==> config.mk <==
export PLATFORM = sky130hd
export DESIGN_NAME = nibble_serial_addsub_flat
export DESIGN_NICKNAME = d
export VERILOG_FILES = /design/src/rtl/nibble_serial_addsub_if.sv /design/src/rtl/nibble_serial_addsub.sv /design/src/flat_wrapper.sv
export SDC_FILE = /design/constraint.sdc
export NUM_CORES = 1
export LEC_CHECK = 0
export ABC_AREA = 1
export CORE_UTILIZATION = 38
export CTS_CLUSTER_SIZE = 24
export DETAILED_ROUTE_END_ITERATION = 16
export MAX_ROUTING_LAYER = met4
export PLACE_DENSITY_LB_ADDON = 0.25
export SETUP_SLACK_MARGIN = 0.02
export SYNTH_ARGS = -nofsm -noshare
export SYNTH_HDL_FRONTEND = slang
export SYNTH_HIERARCHICAL = 1
export SYNTH_SLANG_ARGS = --single-unit
export TNS_END_PERCENT = 1
==> constraint.sdc <==
create_clock -name clk -period 2.92 [get_ports clk]
set_input_delay 0.584 -clock clk [delete_from_list [all_inputs] [get_ports clk]]
set_output_delay 0.584 -clock clk [all_outputs]
set_load 0.02 [all_outputs]
==> src/rtl/nibble_serial_addsub_if.sv <==
// Operand/result bundle between the ALU sequencer and its requester.
// The requester side (master) drives the operation; the sequencer side (slave) returns status and result.
interface nibble_serial_addsub_if #(
   parameter int WIDTH = 16
);
   logic             start;
   logic             sub;
   logic [WIDTH-1:0] a;
   logic [WIDTH-1:0] b;
   logic             ready;
   logic             busy;
   logic             done;
   logic [WIDTH-1:0] sum;
   logic             cout;
   logic             overflow;

   modport master (
      output start, sub, a, b,
      input  ready, busy, done, sum, cout, overflow
   );

   modport slave (
      input  start, sub, a, b,
      output ready, busy, done, sum, cout, overflow
   );
endinterface

==> src/rtl/nibble_serial_addsub.sv <==
// Nibble-serial add/subtract: walks WIDTH-bit operands through a 4-bit CLA stage,
// least-significant nibble first, carrying between nibbles in a register.

module cla4 (
   input  logic [3:0] x,
   input  logic [3:0] y,
   input  logic       c0,
   output logic [3:0] f,
   output logic       c4
);
   logic [3:0] g;
   logic [3:0] p;
   logic [4:0] c;

   assign g = x & y;
   assign p = x ^ y;

   assign c[0] = c0;
   assign c[1] = g[0] | (p[0] & c0);
   assign c[2] = g[1] | (p[1] & g[0]) | (p[1] & p[0] & c0);
   assign c[3] = g[2] | (p[2] & g[1]) | (p[2] & p[1] & g[0]) | (p[2] & p[1] & p[0] & c0);
   assign c[4] = g[3] | (p[3] & g[2]) | (p[3] & p[2] & g[1]) | (p[3] & p[2] & p[1] & g[0])
               | (p[3] & p[2] & p[1] & p[0] & c0);

   assign f  = p ^ c[3:0];
   assign c4 = c[4];
endmodule

// state | meaning
// IDLE  | waiting for start; ready
// RUN   | one nibble per cycle through the CLA stage, NIB cycles
// DONE  | result valid, done pulse; a new start is accepted here too
module nibble_serial_addsub #(
   parameter int WIDTH = 16,
   parameter int NIB   = WIDTH / 4
) (
   input logic                  clk,
   input logic                  rst_n,
   nibble_serial_addsub_if.slave bus
);
   localparam int CW = (NIB > 1) ? $clog2(NIB) : 1;

   typedef enum logic [1:0] {
      IDLE = 2'd0,
      RUN  = 2'd1,
      DONE = 2'd2
   } state_t;

   state_t           state;
   state_t           state_nxt;
   logic             accept;
   logic             last;

   logic [WIDTH-1:0] op_a;
   logic [WIDTH-1:0] op_b;
   logic             carry;
   logic [CW-1:0]    cnt;
   logic [CW+1:0]    base;
   logic [WIDTH-1:0] sum_q;
   logic             cout_q;
   logic             overflow_q;

   logic [3:0]       f;
   logic             c4;

   assign base = {cnt, 2'b00};
   assign last = (cnt == CW'(NIB - 1));

   cla4 u_cla4 (
      .x  (op_a[base +: 4]),
      .y  (op_b[base +: 4]),
      .c0 (carry),
      .f  (f),
      .c4 (c4)
   );

   always_ff @(posedge clk or negedge rst_n) begin
      if (!rst_n) begin
         state <= IDLE;
      end else begin
         state <= state_nxt;
      end
   end

   always_comb begin
      state_nxt = state;
      accept    = 1'b0;
      case (state)
         IDLE: begin
            if (bus.start) begin
               accept    = 1'b1;
               state_nxt = RUN;
            end
         end
         RUN: begin
            if (last) begin
               state_nxt = DONE;
            end
         end
         DONE: begin
            // Back-to-back start: the old done still pulses this cycle.
            if (bus.start) begin
               accept    = 1'b1;
               state_nxt = RUN;
            end else begin
               state_nxt = IDLE;
            end
         end
         default: state_nxt = IDLE;
      endcase
   end

   always_ff @(posedge clk or negedge rst_n) begin
      if (!rst_n) begin
         op_a       <= '0;
         op_b       <= '0;
         carry      <= 1'b0;
         cnt        <= '0;
         sum_q      <= '0;
         cout_q     <= 1'b0;
         overflow_q <= 1'b0;
      end else if (accept) begin
         // Subtract as a + ~b + 1, with the +1 entering through the carry.
         op_a       <= bus.a;
         op_b       <= bus.sub ? ~bus.b : bus.b;
         carry      <= bus.sub;
         cnt        <= '0;
         sum_q      <= '0;
         cout_q     <= 1'b0;
         overflow_q <= 1'b0;
      end else if (state == RUN) begin
         sum_q[base +: 4] <= f;
         carry            <= c4;
         cnt              <= cnt + CW'(1);
         if (last) begin
            cout_q     <= c4;
            overflow_q <= (op_a[WIDTH-1] == op_b[WIDTH-1]) && (f[3] != op_a[WIDTH-1]);
         end
      end
   end

   assign bus.ready    = (state == IDLE) || (state == DONE);
   assign bus.busy     = (state == RUN);
   assign bus.done     = (state == DONE);
   assign bus.sum      = sum_q;
   assign bus.cout     = cout_q;
   assign bus.overflow = overflow_q;
endmodule

==> src/flat_wrapper.sv <==
// flat-port wrapper written by rule: the top's interface ports become plain ports
module nibble_serial_addsub_flat 
#(
   parameter int WIDTH = 16,
   parameter int NIB   = WIDTH / 4
)
  (clk, rst_n, bus_start, bus_sub, bus_a, bus_b, bus_ready, bus_busy, bus_done, bus_sum, bus_cout, bus_overflow);
  nibble_serial_addsub_if #(.WIDTH(WIDTH)) bus_i ();
  input logic clk;
  input logic rst_n;
  input wire logic [$bits(bus_i.start)-1:0] bus_start;
  input wire logic [$bits(bus_i.sub)-1:0] bus_sub;
  input wire logic [$bits(bus_i.a)-1:0] bus_a;
  input wire logic [$bits(bus_i.b)-1:0] bus_b;
  output wire logic [$bits(bus_i.ready)-1:0] bus_ready;
  output wire logic [$bits(bus_i.busy)-1:0] bus_busy;
  output wire logic [$bits(bus_i.done)-1:0] bus_done;
  output wire logic [$bits(bus_i.sum)-1:0] bus_sum;
  output wire logic [$bits(bus_i.cout)-1:0] bus_cout;
  output wire logic [$bits(bus_i.overflow)-1:0] bus_overflow;
  assign bus_i.start = bus_start;
  assign bus_i.sub = bus_sub;
  assign bus_i.a = bus_a;
  assign bus_i.b = bus_b;
  assign bus_ready = bus_i.ready;
  assign bus_busy = bus_i.busy;
  assign bus_done = bus_i.done;
  assign bus_sum = bus_i.sum;
  assign bus_cout = bus_i.cout;
  assign bus_overflow = bus_i.overflow;
  nibble_serial_addsub #(.WIDTH(WIDTH), .NIB(NIB)) u_core (.clk(clk), .rst_n(rst_n), .bus(bus_i));
endmodule
==> summary.txt <==
Register area share after synthesis - 0.467
Worst VDD drop - 0.000460 V
Dominant cell type by area after synthesis - dfrtp_1
First-pass GRT wire length - 11300 µm
PwrDens - 1100 nW/µm²
IO Pins - 57
Vias in the first global route - 2423
Reg2reg start - u_core/cnt[0]
Final hold violations - 0
Die H - 90.0 µm
Max H-tree Level - 2
Core Region - 7370 µm²
Top sig layer - met4
Number of nets with antenna violations after routing - 0
Setup violations, final - 0
Starting Density - 0.399
Initial antenna violation count - 0
Nets - 475
Cell Rows - 31
Final Cycle Share - 0.813
Maximum clock frequency - 421 MHz
Post-synthesis instance total - 374
Worst Path Max Fanout - 20
TritonCTS Buffers - 5
Hold slack final - 0.296 ns
Top cells by area, synth - dfrtp_1 (47%), nand2_1 (16%), o21ai_0 (6.1%), nand3_1 (5.3%), xnor2_1 (5.1%)
Via count - 2511
Area of the multi-input gates - 1370 µm²
Root buf cell - clkbuf_8
CTS tree - built
Setup TNS Final - 0 ns
Mean Syn Cell Area - 7.87 µm²
# hold bufs at CTS - 0
GPL Wtd Cong - 0.877
Synthesis-to-layout area growth - 25.3%
N_diodes - 0
Clock sink count - 55
Relative slew margins - 0.573
Worst Path Required - 3.17 ns
Synth Warn # - 6
Number of vias per cell - 4.76
Crit Path Class - register to register
Crit path time final - 2.37 ns
Clock latency on the worst-skew pair - 0.30 ns
Leak pwr - 1.79 nW
Reg2reg end - u_core/bus.sum[11]
Worst path arrival time - 2.62 ns
Worst slew pin tran - 0.641 ns
IO Port Bufs - 56
Metal-1 WL - 2990 µm
Cell area after synthesis - 2940 µm²
Worst reg2reg path depth - 14
Final clock skew - 0.00380 ns
Net count after synthesis - 421
CTS resizes - 0
Post-CTS Setup Inserts - 0
Final Max Tran Viols - 0
Clock tree buffer depth - 2
Yosys cell types - 23
Seq cells post-synth - 55
Total gr overflow - 0
WL met2 - 3130 µm
Drt initial violations - 131
Startpoint Class - register
Routed wl met3 - 234 µm
Total GRT Usage - 0.175
Wire length per cell - 12.2 µm
Status - finished clean
Detailed placement HPWL - 4760 µm
DRT Pass-1 Iters - 4
Clock transition at the registers of the reported paths - 0.09 ns
Max-cap violation count - 0
DRC - 0
WL final - 6420 µm
Die ar. - 8100 µm²
Yosys top cell area share - 0.467
RSZ-0062 raised after global routing - false
Share of layout cells above drive strength 1 - 0.0513
Largest net degree at the start of global routing - 43
Hold Path Class - primary input to asynchronous set/reset pin
Worst setup EP type - register
Reg-to-reg slack, setup - 0.55 ns
Storage element area - 1380 µm²
Layout fillers - 741
Die X-Extent - 90.0 µm
-- cell type report --
| type | instances | area share |
|---|---|---|
| clock buffer | 8 | 0.0271 |
| sequential | 55 | 0.373 |
| timing repair buffer | 62 | 0.166 |
| multi-input combinational | 277 | 0.372 |
| tap | 99 | 0.0336 |
| inverter | 27 | 0.0275 |
-- per-layer routing --
metal | vias to the layer above | track usage
li1 | 1294 | -
met1 | 1157 | 0.220
met2 | 54 | 0.296
met3 | 6 | 0.0279
met4 | 0 | 0.0417
met5 | - | -
-- worst max-delay path, cell delays in order, from the launching register on --
cell and delay [ns]:
dfrtp_1 0.39, buf_4 0.21, o21ai_0 0.25, o22ai_1 0.12, ha_1 0.37, or2_0 0.21
nand2_1 0.08, nand3_1 0.07, nand2_1 0.16, inv_1 0.09, nor2_1 0.09, nand2_1 0.05
nor2_1 0.09, nand2_1 0.06, nand2_1 0.07
-- cells in the final DEF, fill, tap and decap left out, drive strengths merged, types with 7 or more instances in the layout --
cell type      count
buf                7
clkbuf             8
clkdlybuf4s50     55
dfrtp             55
ha                10
inv               26
nand2            127
nand3             31
nor2              40
o21ai             37
o22ai              9
xnor2             17
-- cell families (layout without fill, tap and decap cells) --
| family | count (synthesis) | count (layout) | synth area share |
|---|---|---|---|
| buffers and inverters | 42 | 97 | 0.0659 |
| AO/OA/AOI/OAI | 48 | 48 | 0.0867 |
| flip-flops | 55 | 55 | 0.467 |
| adder cells (fa/ha/maj) | 11 | 11 | 0.0493 |
| XOR/XNOR | 17 | 17 | 0.0506 |
| AND/OR/NAND/NOR | 201 | 201 | 0.280 |
-- where the power goes --
| part | leakage, nW | switching [mW] | internal (mW) |
|---|---|---|---|
| registers | 0.707 | 0.176 | 1.05 |
| logic | 1.03 | 1.51 | 0.853 |
| clock network | 0.0515 | 0.241 | 0.217 |
| total | 1.79 | 1.93 | 2.12 |
-- how the worst max path moves through the flow --
stage                  start                  to  slack [ns]  cells after the start
2_1_floorplan  u_core/cnt[0]  u_core/bus.sum[11]        0.73                     16
3_3_place_gp   u_core/cnt[1]  u_core/bus.sum[11]        0.62                     14
3_5_place_dp   u_core/cnt[1]  u_core/bus.sum[11]        0.60                     14
4_1_cts        u_core/cnt[1]  u_core/bus.sum[11]        0.57                     14
5_1_grt        u_core/cnt[1]  u_core/bus.sum[11]        0.27                     16
6_report       u_core/cnt[0]  u_core/bus.sum[11]        0.55                     14
-- through the flow --
| step | cell area [µm²] | utilization | cells | total power, mW | worst slack (ns) |
|---|---|---|---|---|---|
| 6_report | 3690 | 0.501 | 528 | 4.04 | 0.546 |
| 5_1_grt | 3690 | 0.501 | 528 | 4.51 | 0.273 |
| 4_1_cts | 3690 | 0.501 | 528 | 4.06 | 0.573 |
| 3_5_place_dp | 3590 | 0.487 | 520 | 3.60 | 0.603 |
| 3_3_place_gp | 3590 | 0.487 | 520 | 3.58 | 0.618 |
| 2_1_floorplan | 2940 | - | 374 | 2.95 | 0.730 |
-- flip-flops by register name (all words and copies together), names as in the netlist --
| register | flops |
|---|---|
| u_core/bus.sum | 16 |
| u_core/op_a | 16 |
| u_core/op_b | 16 |
| u_core/cnt | 2 |
| u_core/state | 2 |
| u_core/bus.cout | 1 |
| u_core/bus.overflow | 1 |
| u_core/carry | 1 |
-- cells in the mapped netlist (all sizes together) --
cell type and number:
o22ai 9, inv 26, nand2 127, o21ai 37, fa 1, nand3 31
nor2 40, ha 10, or2 1, buf 15, clkinv 1, nand4 2
dfrtp 55, a21oi 2, xnor2 17
Power figures use the tool's default switching activity.
